--- config.mk ---
export PLATFORM = sky130hd
export DESIGN_NAME = regfile_mp
export DESIGN_NICKNAME = d
export VERILOG_FILES = /design/src/rtl/regfile_pkg.sv /design/src/rtl/regfile_rd_port.sv /design/src/rtl/regfile_mp.sv
export SDC_FILE = /design/constraint.sdc
export NUM_CORES = 2
export LEC_CHECK = 0
export ABC_AREA = 1
export CELL_PAD_IN_SITES_DETAIL_PLACEMENT = 0
export CELL_PAD_IN_SITES_GLOBAL_PLACEMENT = 1
export CORE_MARGIN = 5
export CORE_UTILIZATION = 30
export CTS_CLUSTER_SIZE = 30
export DETAILED_ROUTE_END_ITERATION = 10
export GPL_TIMING_DRIVEN = 0
export MAX_ROUTING_LAYER = met4
export PLACE_DENSITY = 0.59
export RECOVER_POWER = 25
export REMOVE_ABC_BUFFERS = 1
export SYNTH_ARGS = -nofsm -noshare
export SYNTH_HDL_FRONTEND = slang
export SYNTH_HIERARCHICAL = 1
export SYNTH_SLANG_ARGS = --single-unit
--- constraint.sdc ---
create_clock -name clk -period 5.6 [get_ports clk]
set_clock_uncertainty 0.15 [all_clocks]
set_input_delay 0.56 -clock clk [delete_from_list [all_inputs] [get_ports clk]]
set_output_delay 0.56 -clock clk [all_outputs]
set_load 0.03 [all_outputs]
--- src/rtl/regfile_pkg.sv ---
// Shared types and constants for the multi-ported register file.
// The REGFILE_BYPASS_EN macro, used by regfile_rd_port, selects same-cycle write-to-read bypass.
package regfile_pkg;

    typedef enum logic [0:0] {
        ST_INIT = 1'b0,
        ST_RUN  = 1'b1
    } rf_state_e;

    localparam int RF_ADDR_WIDTH = 5;
    localparam int REG_DEPTH     = 2 ** RF_ADDR_WIDTH;
    localparam int ZERO_REG      = 0;

    function automatic int reg_depth(input int aw);
        return 2 ** aw;
    endfunction

endpackage

--- src/rtl/regfile_rd_port.sv ---
// One read port: zero-register masking, optional same-cycle write bypass, busy lookup.
// Bypass is compiled in only when REGFILE_BYPASS_EN is defined.
module regfile_rd_port
    import regfile_pkg::*;
#(
    parameter int ADDR_WIDTH = RF_ADDR_WIDTH,
    parameter int DATA_WIDTH = 64,
    parameter int NUM_WR     = 1,
    parameter int DEPTH      = REG_DEPTH
) (
    input  logic                           run,
    input  logic [ADDR_WIDTH-1:0]          raddr,
    input  logic [DATA_WIDTH-1:0]          rf_word,
    input  logic [DEPTH-1:0]               busy,
    input  logic [NUM_WR-1:0]              wen,
    input  logic [NUM_WR*ADDR_WIDTH-1:0]   waddr,
    input  logic [NUM_WR*DATA_WIDTH-1:0]   wdata,
    input  logic                           set_en,
    input  logic [ADDR_WIDTH-1:0]          set_addr,
    output logic [DATA_WIDTH-1:0]          rdata,
    output logic                           rbusy
);

    logic                  hit_s;
    logic [DATA_WIDTH-1:0] hit_data_s;

`ifdef REGFILE_BYPASS_EN
    // Find the highest-index enabled write port targeting this read address
    always_comb begin
        hit_s      = 1'b0;
        hit_data_s = '0;
        for (int j = 0; j < NUM_WR; j++) begin
            logic match_s;
            match_s    = wen[j] && (waddr[j*ADDR_WIDTH +: ADDR_WIDTH] != ADDR_WIDTH'(ZERO_REG))
                         && (waddr[j*ADDR_WIDTH +: ADDR_WIDTH] == raddr);
            hit_s      = hit_s | match_s;
            hit_data_s = match_s ? wdata[j*DATA_WIDTH +: DATA_WIDTH] : hit_data_s;
        end
    end
`else
    logic unused_bypass_s;
    assign unused_bypass_s = ^{wen, waddr, wdata, set_en, set_addr};
    assign hit_s           = 1'b0;
    assign hit_data_s      = '0;
`endif

    // Select read data and busy: masked during the sweep and for r0, bypassed on a write hit
    always_comb begin
        rdata = '0;
        rbusy = 1'b0;
        if (!run || (raddr == ADDR_WIDTH'(ZERO_REG))) begin
            rdata = '0;
            rbusy = 1'b0;
        end else if (hit_s) begin
            rdata = hit_data_s;
            rbusy = set_en && (set_addr == raddr);
        end else begin
            rdata = rf_word;
            rbusy = busy[raddr];
        end
    end

endmodule

--- src/rtl/regfile_mp.sv ---
// Multi-ported register file: array, post-reset clear sweep, fixed-priority writes, busy scoreboard.
// Optional same-cycle bypass in the read ports when REGFILE_BYPASS_EN is defined.
module regfile_mp
    import regfile_pkg::*;
#(
    parameter int ADDR_WIDTH = RF_ADDR_WIDTH,
    parameter int DATA_WIDTH = 64,
    parameter int NUM_RD     = 2,
    parameter int NUM_WR     = 1
) (
    input  logic                           clk,
    input  logic                           rst_n,
    output logic                           ready,
    input  logic [NUM_WR-1:0]              wen,
    input  logic [NUM_WR*ADDR_WIDTH-1:0]   waddr,
    input  logic [NUM_WR*DATA_WIDTH-1:0]   wdata,
    input  logic [NUM_RD*ADDR_WIDTH-1:0]   raddr,
    output logic [NUM_RD*DATA_WIDTH-1:0]   rdata,
    output logic [NUM_RD-1:0]              rbusy,
    input  logic                           set_en,
    input  logic [ADDR_WIDTH-1:0]          set_addr
);

    localparam int DEPTH = reg_depth(ADDR_WIDTH);

    logic [DATA_WIDTH-1:0] rf_r [DEPTH];
    rf_state_e             state_r;
    logic [ADDR_WIDTH-1:0] cnt_r;
    logic                  ready_r;
    logic [DEPTH-1:0]      busy_r;
    logic [DEPTH-1:0]      busy_nxt_s;
    logic                  run_s;

    assign run_s = (state_r == ST_RUN);
    assign ready = ready_r;

    // Scoreboard next state: writebacks clear, issue sets afterwards so the newer producer wins
    always_comb begin
        busy_nxt_s = busy_r;
        for (int j = 0; j < NUM_WR; j++) begin
            busy_nxt_s[waddr[j*ADDR_WIDTH +: ADDR_WIDTH]] =
                busy_nxt_s[waddr[j*ADDR_WIDTH +: ADDR_WIDTH]] & ~wen[j];
        end
        busy_nxt_s[set_addr] = busy_nxt_s[set_addr] | set_en;
        busy_nxt_s[ZERO_REG] = 1'b0;
    end

    // Sweep FSM, array writes (later ports overwrite earlier ones) and scoreboard register
    always_ff @(posedge clk) begin
        if (!rst_n) begin
            state_r <= ST_INIT;
            cnt_r   <= ADDR_WIDTH'(1);
            ready_r <= 1'b0;
            busy_r  <= '0;
        end else begin
            case (state_r)
                ST_INIT: begin
                    rf_r[cnt_r] <= '0;
                    cnt_r       <= cnt_r + ADDR_WIDTH'(1);
                    busy_r      <= '0;
                    if (cnt_r == {ADDR_WIDTH{1'b1}}) begin
                        state_r <= ST_RUN;
                        ready_r <= 1'b1;
                    end
                end
                ST_RUN: begin
                    for (int j = 0; j < NUM_WR; j++) begin
                        if (wen[j] && (waddr[j*ADDR_WIDTH +: ADDR_WIDTH] != ADDR_WIDTH'(ZERO_REG))) begin
                            rf_r[waddr[j*ADDR_WIDTH +: ADDR_WIDTH]] <= wdata[j*DATA_WIDTH +: DATA_WIDTH];
                        end
                    end
                    busy_r <= busy_nxt_s;
                end
                default: begin
                    state_r <= ST_INIT;
                    cnt_r   <= ADDR_WIDTH'(1);
                    ready_r <= 1'b0;
                    busy_r  <= '0;
                end
            endcase
        end
    end

    for (genvar i = 0; i < NUM_RD; i++) begin : g_rd
        logic [DATA_WIDTH-1:0] rf_word_s;
        assign rf_word_s = rf_r[raddr[i*ADDR_WIDTH +: ADDR_WIDTH]];

        regfile_rd_port #(
            .ADDR_WIDTH (ADDR_WIDTH),
            .DATA_WIDTH (DATA_WIDTH),
            .NUM_WR     (NUM_WR),
            .DEPTH      (DEPTH)
        ) u_rd_port (
            .run      (run_s),
            .raddr    (raddr[i*ADDR_WIDTH +: ADDR_WIDTH]),
            .rf_word  (rf_word_s),
            .busy     (busy_r),
            .wen      (wen),
            .waddr    (waddr),
            .wdata    (wdata),
            .set_en   (set_en),
            .set_addr (set_addr),
            .rdata    (rdata[i*DATA_WIDTH +: DATA_WIDTH]),
            .rbusy    (rbusy[i])
        );
    end

endmodule

After elaboration in Yosys (flattened, before gate mapping)
Memory sizes are Yosys's and may differ from the RTL's.
Index checks and enable logic that the tools add are counted.
W data, S select, Z words.

storage, ports and cells
  memories = 1
  flip-flop bits (word level) = 39
  output and inout bits = 131
  RAM bits = 2,048
  logic and storage cells = 59

memories
  name  depth  bits a word  rd ports  clocked after Yosys merged registers in  wr ports  line              source
  rf_r  32     64           2         0                                        1         regfile_mp.sv:26  logic [DATA_WIDTH-1:0] rf_r [DEPTH];

operators by class
  muxes and demuxes = 31
  $lt $le $gt $ge = 6
  reductions and logical operators = 11
  add/subtract/negate cells = 1
  eq/ne operators = 1
  bitwise operators = 4

operators with widths
  operator               number
  $mux W64               3
  $bwmux W32             2
  $pmux W32 S2           1
  $reduce_or A64 Y1      1
  $lt A5 B6 Y1 const B   4
  $bmux W1 S5            4
  $mux W1                18
  $demux W1 S5           2
  $ge A5 B1 Y1 const B   2
  $logic_not A5 Y1       2
  $add A5 B1 Y5 const B  1
  $eq A5 B5 Y1 const B   1
  $mux W5                1
  $reduce_bool A5 Y1     1
  $logic_and A1 B1 Y1    3
  $logic_or A1 B1 Y1     2
  $not A1 Y1             2
  $reduce_and A2 Y1      1
  $and A1 B1 Y1          1
  $logic_not A1 Y1       1
  $or A1 B1 Y1           1

Depth between registers and ports, before layout
  depth in word-level cells = 10
  mapped depth = 24

Hierarchy
The synthesis kept the hierarchy.

by module, submodules not included
  module           instances  cells each  area each (um^2)
  regfile_mp       1          10,324      100,649.0
  regfile_rd_port  2          218         912.1

Worst setup path before layout
No wires, ideal clock.

  kind = input port to flip-flop
  from = input waddr[1]
  to = memory rf_r[16][0] (enable)
  cell stages on the path = 11
  path buffers = 2
  library setup time = 0.486 ns
  path slack = 0.230 ns
  required time = 4.964 ns
  arrival = 4.734 ns
  path through = clkbuf_1 -> nor2_1 -> clkinv_1 -> o211ai_1 -> clkbuf_1 -> nand2_1 -> o21ai_0 -> inv_1 -> nor2_1 -> nand2_1 -> nor2_1

between the ends
  word-level cells in the longest chain between the ends = 8
  elaborated cells on any way between the ends = 9
  classes of those cells = mux (6); reduce/logical (3)

RTL lines
  what                                                 line              source
  start, declared                                      regfile_mp.sv:15  input logic [NUM_WR*ADDR_WIDTH-1:0] waddr,
  $reduce_bool A5 Y1                                   regfile_mp.sv:68  if (wen[j] && (waddr[j*ADDR_WIDTH +: ADDR_WIDTH] != ADDR_WIDTH'(ZERO_REG))) begin
  $logic_and A1 B1 Y1                                  regfile_mp.sv:68
  $mux W1                                              regfile_mp.sv:68
  $mux W1                                              regfile_mp.sv:56  case (state_r)
  $mux W1                                              regfile_mp.sv:50  if (!rst_n) begin
  $mux W1 (implied by the code)                        regfile_mp.sv:69  rf_r[waddr[j*ADDR_WIDTH +: ADDR_WIDTH]] <= wdata[j*DATA_WIDTH +: DATA_WIDTH];
  $reduce_or A64 Y1 (no line)                          --
  $mux W5 (no line) / $mux W1 (equally long branches)  --
  end, declared                                        regfile_mp.sv:26

Several ways; a longest one is shown, not always the timed one.

Worst setup path in the final report
  from = input raddr[6]
  to = output rdata[108]

between the ends
  elaborated cells on any way between the ends = 4
  classes of those cells = mux (1); reduce/logical (2); memory (1)

RTL lines
  what                       line                   source
  start, declared            regfile_mp.sv:17       input logic [NUM_RD*ADDR_WIDTH-1:0] raddr,
  $mem_v2 Z32 W64            --
  via g_rd[1].rf_word_s[44]  regfile_mp.sv:85       logic [DATA_WIDTH-1:0] rf_word_s;
  $mux W64                   regfile_rd_port.sv:51  if (!run || (raddr == ADDR_WIDTH'(ZERO_REG))) begin
  end, declared              regfile_mp.sv:18       output logic [NUM_RD*DATA_WIDTH-1:0] rdata,

The timed path passes the listed nets, and every way through them passes these cells.

==> impl_metrics.csv <==
group,metric,value,unit
sta,unrepaired_setup_endpoints_after_global_routing,"true",
worst_setup_path,critPathCaptureType,"output pin",
sta,finalCritPeriodShare,0.985,
clock_network,cts_sinks,2086,
floorplan,initial_core_utilization,0.301,
pwr,power.total,35900,uW
global_routing,grt_max_degree,152,
clock_network,clockBufferDepth,4,
synth,synth_edf_count,2048,
global_routing,globalRouteOverflowTotal,0,
pwr,combinationalPowerShare,0.106,
routing,detail-route-antenna-nets,0,
clock_network,depth_of_the_cts_h_tree,4,
synth,netlist_area,102000,um^2
place,place.gp.congestion,0.767,
routing,routed_via_density,5.93,
global_routing,gr-usage-all-layers,0.247,
synth,synth_seq_area_share,0.608,
sta,worst_case_hold_slack,0.178,ns
worst_setup_path,crit_required,4.89,ns
pwr,cell_internal_pwr,26700,uW
floorplan,chipHeight,594,um
place,dpl.hpwl,247,mm
sta,timing_hold_violations_final,0,
sta,max_slew_headroom,0.311,
place,place_area,114000,um^2
cells_and_area,final_common_cell,"sky130_fd_sc_hd__nor2_1",
routing,route.vias.total,91400,
pwr,power.clock.fraction,0.419,
cells_and_area,num-nets-final,10800,
global_routing,grt_antenna_before_repair,6,
worst_setup_path,crit_arrival,4.80,ns
cells_and_area,final_cell_area,122000,um^2
global_routing,vias_in_the_first_global_route,89700,
pwr,power.density,293,nW/um^2
cells_and_area,postLayoutCoreUtil,0.360,
sta,final_period_minus_worst_setup_slack,5.51,ns
clock_network,numCtsBuffers,238,
cells_and_area,area.growth.synth_to_final,19.3,%
synth,synth_flop_cell,"sky130_fd_sc_hd__edfxtp_1",
floorplan,overall_die_area,353000,um^2
run,maxCapViolCount,0,
pwr,sw_frac_of_total,0.257,
routing,dr.first_iter.drc_count,11400,
floorplan,chipWidth,594,um
synth,synth_largest_type_area_fraction,0.600,
pwr,max-vdd-ir-drop,0.000279,V
routing,detail_route.wl_per_cell,29.1,um
floorplan,placement_rows,214,
sta,number_of_failing_setup_endpoints_in_the_final_timing_report,0,
clock_network,tritoncts_clock_tree,"yes",
worst_setup_path,timing.critical_path.from_type,"primary input",
clock_network,clk_pin_slew_worst_paths,0.06,ns
place,buffer_ports.inserted,218,
cells_and_area,drive_gt1_frac,0.0789,
synth,synthDistinctLibCells,38,
cells_and_area,multi_input_comb_area,35800,um^2
pwr,switchingPower,9210,uW
sta,slew_viol_final,0,
cells_and_area,filler_cells,33400,
synth,ys_seq_elements,2086,
routing,drcViolationCount,0,
synth,number_of_cells_produced_by_synthesis,10800,
floorplan,core_region,340000,um^2
clock_network,cts.root.buffer_cell,"sky130_fd_sc_hd__clkbuf_16",
place,dp_worst_slack,-1.17,ns
clock_network,clkLatencyLatePin,0.88,ns
sta,setup_ws,0.0854,ns
pwr,cellLeakagePower,0.0439,uW
worst_setup_path,timing_worst_setup_path_type,"in2out",
worst_setup_path,crit_path_max_fanout,108,
worst_hold_path,holdCritPathClass,"in2reg",
sta,achievable-frequency,0.181,GHz
run_status,outcome,"completed",
routing,totalWireLength,449,mm
synth,synth_warnings,6,
sta,worstMarginPinSlew,1.03,ns
synth,yosys-top-cells-area,"sky130_fd_sc_hd__edfxtp_1, sky130_fd_sc_hd__o21ai_0, sky130_fd_sc_hd__nor2_1",
synth,syn_area_per_cell,9.52,um^2
floorplan,io_pins,219,
global_routing,grt_first_pass_wirelength,632,mm
cells_and_area,layout.cells.most_common_list,"sky130_fd_sc_hd__nor2_1, sky130_fd_sc_hd__o21ai_0, sky130_fd_sc_hd__edfxtp_1",
synth,asyncSetResetFlopFracSynth,0,
cells_and_area,register_area,62300,um^2
synth,post-synth-top-area-cell,"sky130_fd_sc_hd__edfxtp_1",
routing,drt-pass1-iter-count,6,
pwr,seq_power_share,0.475,
==> area by class of cell <==
| type | count | area share |
|---|---|---|
| clock inverter | 134 | 0.00871 |
| sequential | 2086 | 0.509 |
| multi-input combinational | 7427 | 0.293 |
| inverter | 324 | 0.0110 |
| timing repair buffer | 596 | 0.0809 |
| clock buffer | 297 | 0.0507 |
| tap | 4536 | 0.0464 |
| antenna | 6 | 0.000123 |
| timing repair inverter | 1 | 0.0000716 |
==> path summary, 6_finish.rpt <==
| check | from | endpoint | slack [ns] | cells past startpoint |
|---|---|---|---|---|
| setup / recovery | raddr[6] | rdata[108] | 0.09 | 15 |
| hold / removal | wdata[16] | rf_r[26][16] | 0.18 | 3 |
| setup reg to reg | run_s | rf_r[9][55] | 0.21 | 14 |
| hold reg to reg | cnt_r[4] | cnt_r[4] | 0.34 | 2 |
==> cells by family (layout without fill, tap and decap cells) <==
kind of cell | after synthesis | in the layout | synth area share
compound gates | 3846 | 3846 | 0.210
simple gates | 3576 | 3576 | 0.134
flops | 2086 | 2086 | 0.608
buf+inv | 1248 | 1352 | 0.0473
fa+ha+maj | 2 | 2 | 0.000244
other cells | 1 | 8 | 0.0000366
xor+xnor | 1 | 1 | 0.0000855
==> cell usage after synthesis (all sizes together) (3+ instances only) <==
master  instances
nor2         2719
o21ai        2467
edfxtp       2048
o22ai         956
clkbuf        839
nand2         627
inv           321
o221ai        193
nand3         178
buf            85
a21oi          74
a31oi          53
dfxtp          38
or2            34
a21boi         28
a32o           20
o31ai          18
nor3           15
o211ai         15
o32ai           9
a22oi           6
o21bai          6
clkinv          3
==> stage by stage <==
stage,std cells,setup TNS (ns)
floorplan,9837,-5767.77
global placement,14600,-
detailed placement,14900,-1043.43
CTS,15400,0
global route,15400,-1.23
finish,15400,0
==> layer usage <==
metal,share of wire,vias up,GRT usage
met3,0.094,1057,0.0364
met2,0.45,5707,0.378
li1,-,38900,-
met1,0.42,45700,0.331
met4,0.042,0,0.0979
met5,0,-,-
==> registers in the layout, indices dropped and copies added, names as in the netlist <==
| name | cells |
|---|---|
| rf_r | 2048 |
| busy_r | 31 |
| cnt_r | 5 |
| ready | 1 |
| run_s | 1 |
==> power by group through the flow <==
stage	Clock [uW]	Combinational (uW)	Sequential, uW
finish	15000	3780	17000
global route	15900	4040	17000
CTS	15300	3710	17000
detailed placement	0	3590	17400
global placement	0	4650	17400
floorplan	0	2230	17400
==> timing repair <==
item,4_1_cts,5_1_grt
cloned,18,4
setup buffers,3,26
pin swaps,3,12
gates resized for setup,15,13
hold buffers,0,0
endpoints found under the setup margin,437,277
==> worst max-delay path, cell delays in order <==
cell and delay (ns):
sky130_fd_sc_hd__buf_8 0.25, sky130_fd_sc_hd__buf_16 0.40, sky130_fd_sc_hd__buf_16 0.43, sky130_fd_sc_hd__clkinv_16 0.47, sky130_fd_sc_hd__buf_16 0.38, sky130_fd_sc_hd__buf_16 0.32, sky130_fd_sc_hd__o21ai_0 0.15, sky130_fd_sc_hd__o22ai_1 0.09
sky130_fd_sc_hd__o21ai_0 0.21, sky130_fd_sc_hd__o22ai_1 0.10, sky130_fd_sc_hd__nand2_1 0.12, sky130_fd_sc_hd__o21ai_0 0.10, sky130_fd_sc_hd__inv_1 0.17, sky130_fd_sc_hd__nor2_1 0.08, sky130_fd_sc_hd__clkdlybuf4s50_1 0.60
No activity file was read; power rests on OpenSTA's default activity.
